`src/rtl/mod_counter_pkg.sv`:
```
// mod_counter_pkg: shared types and constants for the modulus-N up/down
// counter family.
//   state_t      - one-shot control FSM states (IDLE, RUN, DONE)
//   MODE_*       - values of the mode input
//   DIR_*        - values of the up_dn input
//   cnt_width()  - width of the count for a given modulus
package mod_counter_pkg;

  typedef enum logic [1:0] {
    IDLE = 2'd0,
    RUN  = 2'd1,
    DONE = 2'd2
  } state_t;

  localparam logic MODE_WRAP    = 1'b0;
  localparam logic MODE_ONESHOT = 1'b1;

  localparam logic DIR_UP   = 1'b1;
  localparam logic DIR_DOWN = 1'b0;

  // Number of bits needed to hold 0..mod-1 (mod >= 2).
  function automatic int cnt_width(input int mod);
    return (mod > 2) ? $clog2(mod) : 1;
  endfunction

endpackage

```
`src/rtl/mod_counter_updown_if.sv`:
```
// mod_counter_updown_if: control/status bundle of one counter stage.
//   master modport - the block that drives the counter (enable, clear, load,
//                    load_value, up_dn, mode, start) and observes its outputs
//   slave modport  - the counter itself (drives q, tc, carry_out, done)
// Parameter MOD must match the counter it is connected to.
interface mod_counter_updown_if
  import mod_counter_pkg::*;
#(
  parameter int MOD = 13
);
  localparam int W = cnt_width(MOD);

  logic         enable;
  logic         clear;
  logic         load;
  logic [W-1:0] load_value;
  logic         up_dn;
  logic         mode;
  logic         start;
  logic [W-1:0] q;
  logic         tc;
  logic         carry_out;
  logic         done;

  modport master (
    output enable, clear, load, load_value, up_dn, mode, start,
    input  q, tc, carry_out, done
  );

  modport slave (
    input  enable, clear, load, load_value, up_dn, mode, start,
    output q, tc, carry_out, done
  );

endinterface

```
`src/rtl/mod_counter_next.sv`:
```
// mod_counter_next: combinational next-count and terminal-count logic.
//   q      in  W  current count (always 0..MOD-1)
//   up_dn  in  1  1 = up, 0 = down
//   q_next out W  count after one step, wrapping modulo MOD
//   tc     out 1  q is at the terminal value for the current direction
module mod_counter_next
  import mod_counter_pkg::*;
#(
  parameter int MOD = 13
) (
  input  logic [cnt_width(MOD)-1:0] q,
  input  logic                      up_dn,
  output logic [cnt_width(MOD)-1:0] q_next,
  output logic                      tc
);
  localparam int W = cnt_width(MOD);
  localparam logic [W-1:0] MAX_Q = W'(MOD - 1);
  localparam logic [W:0]   MOD_X = (W + 1)'(MOD);

  // One extra bit so q+1 at MOD-1 is seen as MOD rather than overflowing,
  // which matters when MOD is a power of two.
  logic [W:0] q_ext;
  logic [W:0] q_inc;

  assign q_ext = {1'b0, q};
  assign q_inc = q_ext + 1'b1;

  always_comb begin
    q_next = q;
    tc     = 1'b0;
    if (up_dn == DIR_UP) begin
      tc     = (q == MAX_Q);
      q_next = (q_inc >= MOD_X) ? '0 : q_inc[W-1:0];
    end else begin
      tc     = (q == '0);
      q_next = (q == '0) ? MAX_Q : (q - 1'b1);
    end
  end

endmodule

```
`src/rtl/mod_counter_updown.sv`:
```
// mod_counter_updown: modulus-MOD up/down counter with clear, clamped load,
// terminal count and a carry chain for cascading, plus an optional one-shot
// mode.
//   clk    in  rising-edge clock
//   reset  in  asynchronous, active-high reset
//   cnt    slave modport of mod_counter_updown_if:
//            enable, clear, load, load_value, up_dn, mode, start -> in
//            q (registered), tc (comb), carry_out (comb), done (registered)
// Build option: define MOD_COUNTER_ONESHOT_EN to build the one-shot FSM,
// start handling and done register. Without it mode and start are ignored,
// the counter always free-runs and done is tied low.
module mod_counter_updown
  import mod_counter_pkg::*;
#(
  parameter int MOD = 13
) (
  input logic                clk,
  input logic                reset,
  mod_counter_updown_if.slave cnt
);
  localparam int W = cnt_width(MOD);
  localparam logic [W-1:0] MAX_Q = W'(MOD - 1);

  logic [W-1:0] q_r;
  logic [W-1:0] q_next;
  logic         tc;
  logic [W-1:0] load_clamped;

  mod_counter_next #(.MOD(MOD)) u_next (
    .q      (q_r),
    .up_dn  (cnt.up_dn),
    .q_next (q_next),
    .tc     (tc)
  );

  // Out-of-range load values saturate to the top count.
  assign load_clamped = (cnt.load_value > MAX_Q) ? MAX_Q : cnt.load_value;

  assign cnt.q  = q_r;
  assign cnt.tc = tc;

`ifdef MOD_COUNTER_ONESHOT_EN

  state_t       state;
  logic         done_r;
  logic [W-1:0] preload;

  assign preload = (cnt.up_dn == DIR_UP) ? '0 : MAX_Q;

  always_ff @(posedge clk or posedge reset) begin
    if (reset) begin
      q_r    <= '0;
      state  <= IDLE;
      done_r <= 1'b0;
    end else if (cnt.clear) begin
      q_r    <= '0;
      state  <= IDLE;
      done_r <= 1'b0;
    end else if (cnt.mode == MODE_WRAP) begin
      // Free-run: the FSM is parked so a later switch to one-shot starts clean.
      state  <= IDLE;
      done_r <= 1'b0;
      if (cnt.load)        q_r <= load_clamped;
      else if (cnt.enable) q_r <= q_next;
    end else if (cnt.load) begin
      q_r <= load_clamped;
    end else if (cnt.start) begin
      q_r    <= preload;
      state  <= RUN;
      done_r <= 1'b0;
    end else begin
      case (state)
        RUN: begin
          if (cnt.enable) begin
            // Stop on the terminal value instead of wrapping.
            if (tc) begin
              state  <= DONE;
              done_r <= 1'b1;
            end else begin
              q_r <= q_next;
            end
          end
        end
        default: ;
      endcase
    end
  end

  // In one-shot mode the carry only fires from RUN, so a finished counter
  // sitting on its terminal value does not keep enabling the next stage.
  assign cnt.carry_out = cnt.enable & tc &
                         ((cnt.mode == MODE_WRAP) | (state == RUN));
  assign cnt.done      = done_r;

`else

  logic unused_ctrl;
  assign unused_ctrl = cnt.mode ^ cnt.start;

  always_ff @(posedge clk or posedge reset) begin
    if (reset) begin
      q_r <= '0;
    end else if (cnt.clear) begin
      q_r <= '0;
    end else if (cnt.load) begin
      q_r <= load_clamped;
    end else if (cnt.enable) begin
      q_r <= q_next;
    end
  end

  assign cnt.carry_out = cnt.enable & tc;
  assign cnt.done      = 1'b0;

`endif

endmodule

```
`src/flat_wrapper.sv`:
```
// flat-port wrapper written by rule: the top's interface ports become plain ports
module mod_counter_updown_flat import mod_counter_pkg::*;
#(
  parameter int MOD = 13
)
  (clk, reset, cnt_enable, cnt_clear, cnt_load, cnt_load_value, cnt_up_dn, cnt_mode, cnt_start, cnt_q, cnt_tc, cnt_carry_out, cnt_done);
  mod_counter_updown_if #(.MOD(MOD)) cnt_i ();
  input logic clk;
  input logic reset;
  input wire logic [$bits(cnt_i.enable)-1:0] cnt_enable;
  input wire logic [$bits(cnt_i.clear)-1:0] cnt_clear;
  input wire logic [$bits(cnt_i.load)-1:0] cnt_load;
  input wire logic [$bits(cnt_i.load_value)-1:0] cnt_load_value;
  input wire logic [$bits(cnt_i.up_dn)-1:0] cnt_up_dn;
  input wire logic [$bits(cnt_i.mode)-1:0] cnt_mode;
  input wire logic [$bits(cnt_i.start)-1:0] cnt_start;
  output wire logic [$bits(cnt_i.q)-1:0] cnt_q;
  output wire logic [$bits(cnt_i.tc)-1:0] cnt_tc;
  output wire logic [$bits(cnt_i.carry_out)-1:0] cnt_carry_out;
  output wire logic [$bits(cnt_i.done)-1:0] cnt_done;
  assign cnt_i.enable = cnt_enable;
  assign cnt_i.clear = cnt_clear;
  assign cnt_i.load = cnt_load;
  assign cnt_i.load_value = cnt_load_value;
  assign cnt_i.up_dn = cnt_up_dn;
  assign cnt_i.mode = cnt_mode;
  assign cnt_i.start = cnt_start;
  assign cnt_q = cnt_i.q;
  assign cnt_tc = cnt_i.tc;
  assign cnt_carry_out = cnt_i.carry_out;
  assign cnt_done = cnt_i.done;
  mod_counter_updown #(.MOD(MOD)) u_core (.clk(clk), .reset(reset), .cnt(cnt_i));
endmodule
```
`config.mk`:
```
export PLATFORM = sky130hd
export DESIGN_NAME = mod_counter_updown_flat
export DESIGN_NICKNAME = d
export VERILOG_FILES = /design/src/rtl/mod_counter_pkg.sv /design/src/rtl/mod_counter_updown_if.sv /design/src/rtl/mod_counter_next.sv /design/src/rtl/mod_counter_updown.sv /design/src/flat_wrapper.sv
export SDC_FILE = /design/constraint.sdc
export NUM_CORES = 1
export LEC_CHECK = 0
export BUFFER_PORTS_ARGS = -buffer_cell sky130_fd_sc_hd__buf_2
export CORE_AREA = 3 3 40 42
export CTS_BUF_LIST = sky130_fd_sc_hd__clkbuf_16
export DETAILED_ROUTE_END_ITERATION = 8
export DIE_AREA = 0 0 43 45
export GPL_ROUTABILITY_DRIVEN = 0
export PLACE_DENSITY_LB_ADDON = 0.3
export SYNTH_ARGS = -nofsm -noshare
export SYNTH_HDL_FRONTEND = slang
export SYNTH_SLANG_ARGS = --single-unit
```
`constraint.sdc`:
```
create_clock -name clk -period 3.6 [get_ports clk]
set_input_delay 0.72 -clock clk [delete_from_list [all_inputs] [get_ports clk]]
set_output_delay 0.72 -clock clk [all_outputs]
set_load 0.005 [all_outputs]
```
# --- Word-level counts from Yosys, hierarchy flattened ---
# Cells that the tools add are included.
totals:
  regBits: 4
  in_bits: 12
  elab_cells: 17
op_classes:
  add_sub_neg: 2
  magnitude_cmp: 2
  n_eq_ne: 1
  muxes: 8
  bitwise_logic: 1
  reduce_logical: 2
op_table:
  columns: ["op", "n"]
  rows:
  - ["$mux W4", 7]
  - ["$add A4 B1 Y5 const B", 1]
  - ["$ge A5 B4 Y1 const B", 1]
  - ["$eq A4 B4 Y1 const B", 1]
  - ["$gt A4 B4 Y1 const B", 1]
  - ["$logic_not A4 Y1", 1]
  - ["$sub A4 B1 Y4 const B", 1]
  - ["$reduce_bool A3 Y1", 1]
  - ["$and A1 B1 Y1", 1]
  - ["$mux W1", 1]

# --- Logic depth before layout (Yosys ltp) ---
# Gate-level depths: netlist of run 1.
logic_depth:
  ltp_word: 7
  ltp_mapped: 6
  depth_no_buf: 6

# --- Modules after synthesis ---
# From an unflattened synthesis of run 1, not the netlist that was laid out.
unflattened:
  cells_unflattened: 52
  hier_area_um2: 445.4
by_module_without_submodules:
  columns: ["mod", "n_inst", "cells_per_inst", "area_each_um2", "seq_area_each_um2"]
  rows:
  - ["mod_counter_updown", 1, 25, 249.0, 100.1]
  - ["mod_counter_next", 1, 27, 196.4, 0.0]

# --- Least setup slack after synthesis of run 1 ---
# No wires, ideal clock.
synth_timing:
  path_kind: "in2out"
  startpoint: "input port cnt_up_dn"
  endpoint: "output port cnt_carry_out"
  t_arrival_ps: 1373
  path_slack_ps: 1507
  path_stages: 4
  path_buffers: 1
  cell_sequence: "buf_6 nor3_1 o21a_1 and2_1"
synth_via:
  elab_chain_cells: 2
synth_rtl:
  columns: ["element", "line", "source"]
  rows:
  - ["start, declared", "flat_wrapper.sv:14", "input wire logic [$bits(cnt_i.up_dn)-1:0] cnt_up_dn;"]
  - ["$mux W1", "mod_counter_next.sv:31", "if (up_dn == DIR_UP) begin"]
  - ["net cnt_tc", "flat_wrapper.sv:18", "output wire logic [$bits(cnt_i.tc)-1:0] cnt_tc;"]
  - ["$and A1 B1 Y1", "mod_counter_updown.sv:112", "assign cnt.carry_out = cnt.enable & tc;"]
  - ["end, declared", "flat_wrapper.sv:19", "output wire logic [$bits(cnt_i.carry_out)-1:0] cnt_carry_out;"]
# The timed path passes the listed nets, and every way through them passes these cells.

# --- Worst setup path after layout of run 1 ---
layout_timing:
  startpoint: "input port cnt_up_dn"
  endpoint: "output port cnt_carry_out"
layout_via:
  elab_chain_cells: 2
layout_rtl:
  columns: ["element", "line"]
  rows:
  - ["$mux W1", "mod_counter_next.sv:31"]
  - ["$and A1 B1 Y1", "mod_counter_updown.sv:112"]
# Every way passes these cells.

==> results of run 1 <==
power groups by stage:
stage	Combinational (W)	Clock [W]	Sequential, W
after floorplan	0.0000357	0	0.0000542
after global placement	0.0000487	0	0.0000567
after detailed placement	0.0000489	0	0.0000565
after CTS	0.0000491	0.000172	0.0000561
after global routing	0.0000552	0.000176	0.0000572
final	0.0000489	0.000170	0.0000562
stage by stage:
step	utilization [%]	instance area (sq um)	power [W]	hold slack, ns	cells
after global routing	43.4	558	0.000288	0.385	81
after floorplan	-	417	0.0000899	0.486	52
final	43.4	558	0.000275	0.368	81
after CTS	43.4	558	0.000277	0.370	81
after detailed placement	37.6	483	0.000105	0.603	78
after global placement	37.6	483	0.000105	0.600	78
routing by layer:
metal  routed length [um]  track usage [%]  vias to the layer above
met4                    0             3.61                        0
met1                  434             12.6                      200
li1                     -                -                      217
met2                  452             16.5                       10
met5                    0                0                        -
met3                   43             3.59                        0
worst max-delay path, delay by kind of cell:
kind	cells	cell delay, ns
compound gates	1	0.19
simple gates	2	0.37
buf+inv	2	0.25
worst paths after layout:
kind | start | endpoint | slack (ns)
min in group clk | u_core.cnt.q[0]$_DFFE_PP0P_ | u_core.cnt.q[0]$_DFFE_PP0P_ | 0.67
worst max register to register | u_core.cnt.q[0]$_DFFE_PP0P_ | u_core.cnt.q[1]$_DFFE_PP0P_ | 1.84
worst min-delay path | reset | u_core.cnt.q[2]$_DFFE_PP0P_ | 0.37
max in group asynchronous | reset | u_core.cnt.q[0]$_DFFE_PP0P_ | 3.09
worst max-delay path | cnt_up_dn | cnt_carry_out | 1.34
worst min register to register | u_core.cnt.q[0]$_DFFE_PP0P_ | u_core.cnt.q[0]$_DFFE_PP0P_ | 0.67
final cells by class:
type	instances	share of cell area [%]
timing repair buffer	15	13.5
tap	15	3.36
sequential	4	17.9
inverter	4	2.69
clock buffer	3	13.5
multi-input combinational	40	49.1
cell families (layout without fill, tap and decap cells):
group / Yosys count / count (layout) / share of synthesized area, %
simple gates: 20 / 20 / 27.6
compound gates: 16 / 16 / 28.5
buf+inv: 8 / 22 / 10.2
flops: 4 / 4 / 24.0
fa+ha+maj: 2 / 2 / 6.01
other cells: 1 / 1 / 0.900
mux: 1 / 1 / 2.70
placed cells by master (no fill, tap or decap), drive strengths merged, types with 2 or more instances in the layout:
master	n
nor3	2
ha	2
and3	2
buf	15
clkbuf	3
nor4b	2
a211oi	2
inv	4
nor2	7
a21oi	4
o21ai	3
nand3	2
dfrtp	4
==> flow_summary.ini, run 1 <==
[worst_setup_path]
crit_type = input port to primary output
critPathCaptureType = primary output
arrival_ns = 1.54
rr_worst_depth = 5
slowest_delay_ns = 0.25
cp_cell_sequence = buf_2, nor3_1, o21a_1, and2_1, buf_2
cp_slowest_cell = nor3_1
critical_path.most_common_cell = buf_2
required_ns = 2.88
start_kind = input port
path_max_fanout = 10

[sta]
rsz0062_at_grt = false
fin_ws_ns = 1.34
timing.fmax_mhz = 443
fin_crit_sh_pct = 62.7
final_hold_viol_count = 0
post-route-min-period_ns = 2.26
tns_ns = 0
slew_violations = 0
fin_skew_ns = 0.00285
setup_violations = 0

[grt]
antenna_found_initial = 0
grt_pass1_wl_um = 1480
grt_overflow_total = 0
grt.total_usage_pct = 10.2
grt_max_degree = 12
grt_pass1_vias = 360

[routing]
drtAntennaViolNets = 0
first_iter_violations = 6
viasPerCell = 5.27
routed_wl_um = 930
drc = 0
routedWlPerCell_um = 11.5
via_count = 427
firstDrtPassIters = 4

[cts]
root_buffer = clkbuf_16
clock_sinks = 4
cts_made_buffers = 3
h-tree-depth = 1
cts_hold_buf = 0
post_cts_resized = 0
clockBufferDepth = 2
postCtsSetupRepairBufs = 0
cts_tree = built
clock_latency_ns = 0.22
clk_pin_slew_ns = 0.03

[layout]
drive_gt1_share_pct = 33.3
regArea_sq_um = 100
area_growth_pct = 33.9
fillers = 134
multiInputGateArea_sq_um = 274
nets = 82
largest_register_ff_count = 4
antenna_cells = 0

[synthesis]
ys_seq_area_share_pct = 24.0
syn-cell-area_sq_um = 417
ys_top_cells_by_count = nor2_1, a21oi_1, dfrtp_1, inv_1, o21ai_0
syn_avg_cell_area_sq_um = 8.01
synth_enable_flop_cells = 0
syn_nets = 66
synthFlopType = dfrtp_1
yosysTopAreaCell = dfrtp_1
yosysUniqueCellTypes = 31
ys_async_sr_fraction_pct = 100
yosys_warnings = 0
synth_most_common_cell = nor2_1
synth_top_area_share_pct = 24.0
syn-instance-count = 52
synth_area_leaders = dfrtp_1, nor2_1, ha_1
synth_seq_cells = 4

[floorplanning]
floorplan.core_area_sq_um = 1280
dieArea_sq_um = 1940
start_util_pct = 32.4
dieWidth_um = 43
io_pins = 19
core.rowCount = 13
die_y_um = 45

[power]
pwr_density_cell_nw_per_um2 = 493
combPwrFrac_pct = 17.8
clkPwrFrac_pct = 61.8
internal-power_w = 0.000215
p_leak_nw = 0.254
vdd_ir_drop_max_mv = 0.423
share_seq_of_total_power_pct = 20.4
switching_share_pct = 22.0
power.switching_w = 0.0000605

[min_path]
hp-class = input port to asynchronous set/reset pin

[placed_design]
hpwl_um = 707
place.port_buffers = 15
pre_cts_slack_ns = 1.35

[flow_run]
cap_violations = 0

[status]
outcome = finished clean
Power figures use the tool's default switching activity.
==> inputs of run 2 (changes only) <==
==> constraint.sdc (replaced) <==
create_clock -name clk -period 1.8 [get_ports clk]
set_input_delay 0.36 -clock clk [delete_from_list [all_inputs] [get_ports clk]]
set_output_delay 0.36 -clock clk [all_outputs]
set_load 0.005 [all_outputs]
==> run 2 against run 1 <==
  * Final area up 5.4%
  * Clock skew down 0.0018 ns
  * Die area unchanged
  * Sequential share of layout area down 0.92 points
  * Flip-flop and latch count unchanged
  * Utilization up 2.3 points
  * Largest power group unchanged
  * Highest routed layer unchanged
==> flow_summary.ini, run 2 (same netlist as run 1, synthesis figures left out) <==
[grt]
grt_pass1_wl_um = 1670
grt.total_usage_pct = 11.4
grt_max_degree = 11
grt_overflow_total = 0
antenna_found_initial = 0
grt_pass1_vias = 392

[sta]
fin_crit_sh_pct = 94.0
holdWs_ns = 0.00974
tns_ns = 0
rsz0062_at_grt = false
setup_violations = 0
fin_skew_ns = 0.00102
slew_violations = 0
post-route-min-period_ns = 1.69
timing.fmax_mhz = 591
final_hold_viol_count = 0

[worst_setup_path]
r2r-start = u_core.cnt.q[0]$_DFFE_PP0P_
critPathCaptureType = primary output
path_buf_inv = 1
path_max_fanout = 8
required_ns = 1.44
slowest_delay_ns = 0.45
regToRegSetupSlack_ns = 0.20
cp_cell_sequence = and3_4, o21a_1, and2_1, buf_2
rr_worst_depth = 5
start_kind = register
worstReg2RegEnd = u_core.cnt.q[1]$_DFFE_PP0P_
arrival_ns = 1.33
crit_type = register to primary output
crit_family = flip-flops
cp_slowest_cell = dfrtp_1

[layout]
antenna_cells = 0
largest_register_ff_count = 4
area_growth_pct = 41.1
fillers = 137
mostFrequentLayoutCells = buf_2, nor2_1, a21oi_1, inv_1, dfrtp_1
fin_area_sq_um = 588
drive_gt1_share_pct = 39.1
final_common_cell = buf_2
nets = 85
final_core_util_pct = 45.8

[power]
pwr_density_cell_nw_per_um2 = 954
p_total_w = 0.000561
vdd_ir_drop_max_mv = 0.897
p_leak_nw = 0.270

[status]
outcome = finished clean

[cts]
h-tree-depth = 1
root_buffer = clkbuf_16
clk_pin_slew_ns = 0.03
clock_sinks = 4
cts_made_buffers = 3
cts_tree = built
cts_hold_buf = 0
clock_latency_ns = 0.22
clockBufferDepth = 2

[placed_design]
post_dp_cell_area_sq_um = 505
place.port_buffers = 15
hpwl_um = 744

[routing]
firstDrtPassIters = 4
routedWlPerCell_um = 11.6
drtAntennaViolNets = 0
via_count = 435
drc = 0
routed_wl_um = 972
first_iter_violations = 8
viasPerCell = 5.18

[floorplanning]
core.rowCount = 13
start_util_pct = 32.4
dieArea_sq_um = 1940
io_pins = 19
floorplan.core_area_sq_um = 1280
dieWidth_um = 43
die_y_um = 45

[flow_run]
cap_violations = 0

[min_path]
hp-class = input port to asynchronous set/reset pin
## run 2: cell count changes in the layout (fill, tap and decap cells not counted)
cell,change
ha_2,+1
ha_1,-1
nor3_2,+1
nor3_1,-1
buf_4,+3
## run 2: how the worst max path moves through the flow
| stage | from | endpoint | slack (ns) | cells past startpoint |
|---|---|---|---|---|
| floorplan | u_core.cnt.q[0]$_DFFE_PP0P_ | u_core.cnt.q[1]$_DFFE_PP0P_ | 0.23 | 5 |
| global placement | u_core.cnt.q[0]$_DFFE_PP0P_ | u_core.cnt.q[1]$_DFFE_PP0P_ | 0.12 | 5 |
| detailed placement | u_core.cnt.q[0]$_DFFE_PP0P_ | u_core.cnt.q[1]$_DFFE_PP0P_ | 0.1 | 5 |
| CTS | u_core.cnt.q[3]$_DFFE_PP0P_ | cnt_carry_out | 0.04 | 4 |
| global route | u_core.cnt.q[3]$_DFFE_PP0P_ | cnt_carry_out | 0.04 | 4 |
| finish | u_core.cnt.q[3]$_DFFE_PP0P_ | cnt_carry_out | 0.11 | 4 |
## run 2: where the power goes
part / internal (W) / switching, W / total [W]
clock network: 0.000283 / 0.0000560 / 0.000339
logic: 0.0000566 / 0.0000601 / 0.000117
registers: 0.0000977 / 0.00000744 / 0.000105
total: 0.000438 / 0.000124 / 0.000561
## run 2: layer usage
layer | vias to the layer above | wire (um) | global-route usage (%) | part of all wire (%)
li1 | 225 | - | - | -
met1 | 196 | 416 | 14.6 | 43
met5 | - | 0 | 0 | 0
met3 | 0 | 56 | 3.98 | 5.8
met2 | 14 | 500 | 19.2 | 51
met4 | 0 | 0 | 1.81 | 0
## run 2: metrics by stage
| step | setup WS (ns) | instances |
|---|---|---|
| 3_5_place_dp | 0.0998 | 81 |
| 3_3_place_gp | 0.122 | 81 |
| 6_report | 0.108 | 84 |
| 4_1_cts | 0.0367 | 84 |
| 5_1_grt | 0.0372 | 84 |
| 2_1_floorplan | 0.233 | 52 |
## run 2: what timing repair did
action | 4_1_cts | 5_1_grt
setup buffers | 0 | 0
resized for setup | 0 | 2
endpoints found under the setup margin | 0 | 1
## run 2: cell type report
| type | instances | area [sq um] | share of cell area (%) |
|---|---|---|---|
| clock buffer | 3 | 75.1 | 12.8 |
| inverter | 4 | 15.0 | 2.55 |
| timing repair buffer | 18 | 97.6 | 16.6 |
| sequential | 4 | 100 | 17.0 |
| tap | 15 | 18.8 | 3.19 |
| multi-input combinational | 40 | 282 | 47.9 |
==> inputs of run 3 (changes only) <==
--- a/config.mk
+++ b/config.mk
@@ -5,11 +5,11 @@
 export SDC_FILE = /design/constraint.sdc
 export NUM_CORES = 1
 export LEC_CHECK = 0
-export BUFFER_PORTS_ARGS = -buffer_cell sky130_fd_sc_hd__buf_2
-export CORE_AREA = 3 3 40 42
+export CORE_MARGIN = 3
+export CORE_UTILIZATION = 30
 export CTS_BUF_LIST = sky130_fd_sc_hd__clkbuf_16
 export DETAILED_ROUTE_END_ITERATION = 8
-export DIE_AREA = 0 0 43 45
+export DONT_BUFFER_PORTS = 1
 export GPL_ROUTABILITY_DRIVEN = 0
 export PLACE_DENSITY_LB_ADDON = 0.3
 export SYNTH_ARGS = -nofsm -noshare
==> run 3 against run 2 <==
  * Clock skew grew 0.0015 ns
  * Final area shrank 12%
  * Combinational power shrank 23%
  * Sequential share of layout area grew 2.3 points
  * Cell count shrank 18%
  * Wire length grew 1.3%
  * Critical path type unchanged
  * Sequential power is essentially flat
  * Highest routed layer unchanged
==> flow_summary.ini, run 3 (same netlist as run 1, synthesis figures left out) <==
[sta]
fin_skew_ns = 0.00249
fin_crit_sh_pct = 96.1
final_hold_viol_count = 0
tns_ns = 0
rsz0062_at_grt = false
setup_violations = 0
slew_violations = 0
timing.fmax_mhz = 578
post-route-min-period_ns = 1.73
holdWs_ns = 0.198

[layout]
largest_register_ff_count = 4
fillers = 128
nets = 71
drive_gt1_share_pct = 20.0
area_growth_pct = 24.0
antenna_cells = 0
final_common_cell = nor2_1
mostFrequentLayoutCells = nor2_1, a21oi_1, inv_1, dfrtp_1

[cts]
clock_latency_ns = 0.22
cts_made_buffers = 3
cts_tree = built
h-tree-depth = 1
root_buffer = clkbuf_16
clk_pin_slew_ns = 0.03
postCtsSetupRepairBufs = 0
clock_sinks = 4
clockBufferDepth = 2

[floorplanning]
floorplan.core_area_sq_um = 1200
start_util_pct = 34.7
io_pins = 19
core.rowCount = 12
dieArea_sq_um = 1870
dieWidth_um = 43.3
die_y_um = 43.3

[routing]
drc = 0
first_iter_violations = 5
routed_wl_um = 985
routedWlPerCell_um = 14.3
firstDrtPassIters = 4
drtAntennaViolNets = 0
viasPerCell = 5.81
via_count = 401

[worst_setup_path]
required_ns = 1.44
cp_cell_sequence = nor3_1, o21a_1, and2_1
critPathCaptureType = primary output
cp_slowest_cell = dfrtp_1
crit_type = register to primary output
path_max_fanout = 8
start_kind = register
slowest_delay_ns = 0.46
arrival_ns = 1.37

[grt]
grt_overflow_total = 0
grt_max_degree = 11
grt_pass1_vias = 362
grt_pass1_wl_um = 1600
antenna_found_initial = 0
grt.total_usage_pct = 11.3

[status]
outcome = finished clean

[power]
p_leak_nw = 0.207
pwr_density_cell_nw_per_um2 = 1040
vdd_ir_drop_max_mv = 0.898

[placed_design]
place.port_buffers = 0
hpwl_um = 803

[flow_run]
cap_violations = 0

[min_path]
hp-class = input port to register
==> run 3: cell count changes in the layout (fill, tap and decap cells not counted), sizes merged <==
cell         change
buf             -15
dlygate4sd3      +1
==> run 3: per-stage QoR <==
step	power, W	worst slack [ns]	utilization [%]	cells	instance area, sq um
2_1_floorplan	0.000180	0.233	-	52	417
3_3_place_gp	0.000194	0.0882	35.7	65	429
3_5_place_dp	0.000195	0.0485	35.7	65	429
4_1_cts	0.000542	0.0165	42.8	69	514
5_1_grt	0.000562	0.0125	43.0	69	517
6_report	0.000536	0.0704	43.0	69	517
==> run 3: timing repair <==
action / in CTS / in global routing
resized for setup: 0 / 1
hold buffers: 1 / 0
hold endpoints to repair: 4 / 0
endpoints found under the setup margin: 0 / 1
==> run 3: worst max-delay path: cells and delay by family (launching register included) <==
family | cells | cell delay, ns
flops | 1 | 0.46
compound gates | 1 | 0.22
simple gates | 2 | 0.47
==> run 3: path summary, 6_finish.rpt <==
path	cells after the start	endpoint	slack [ns]	from
min in group asynchronous	2	u_core.cnt.q[2]$_DFFE_PP0P_	0.47	reset
setup / recovery	3	cnt_carry_out	0.07	u_core.cnt.q[3]$_DFFE_PP0P_
max in group asynchronous	2	u_core.cnt.q[3]$_DFFE_PP0P_	1.18	reset
hold reg to reg	2	u_core.cnt.q[0]$_DFFE_PP0P_	0.60	u_core.cnt.q[0]$_DFFE_PP0P_
setup reg to reg	5	u_core.cnt.q[1]$_DFFE_PP0P_	0.10	u_core.cnt.q[0]$_DFFE_PP0P_
hold / removal	1	u_core.cnt.q[0]$_DFFE_PP0P_	0.20	cnt_clear
==> run 3: final cells by class <==
| class | instances | area (sq um) | share of cell area [%] |
|---|---|---|---|
| multi-input combinational | 40 | 277 | 53.5 |
| sequential | 4 | 100 | 19.4 |
| clock buffer | 3 | 75.1 | 14.5 |
| timing repair buffer | 4 | 32.5 | 6.30 |
| tap | 14 | 17.5 | 3.39 |
| inverter | 4 | 15.0 | 2.91 |
==> run 3: power by group <==
| part | switching [W] | internal (W) | total (W) |
|---|---|---|---|
| clock network | 0.0000562 | 0.000283 | 0.000339 |
| logic | 0.0000463 | 0.0000441 | 0.0000904 |
| registers | 0.00000786 | 0.0000977 | 0.000106 |
==> run 3: metal layers <==
metal  vias up  share of wire (%)  global-route usage (%)
li1        198                  -                       -
met1       180                 45                    15.8
met2        23                 42                    14.7
met3         0                 13                    6.78
met4         0                  0                    1.81
met5         -                  0                       0
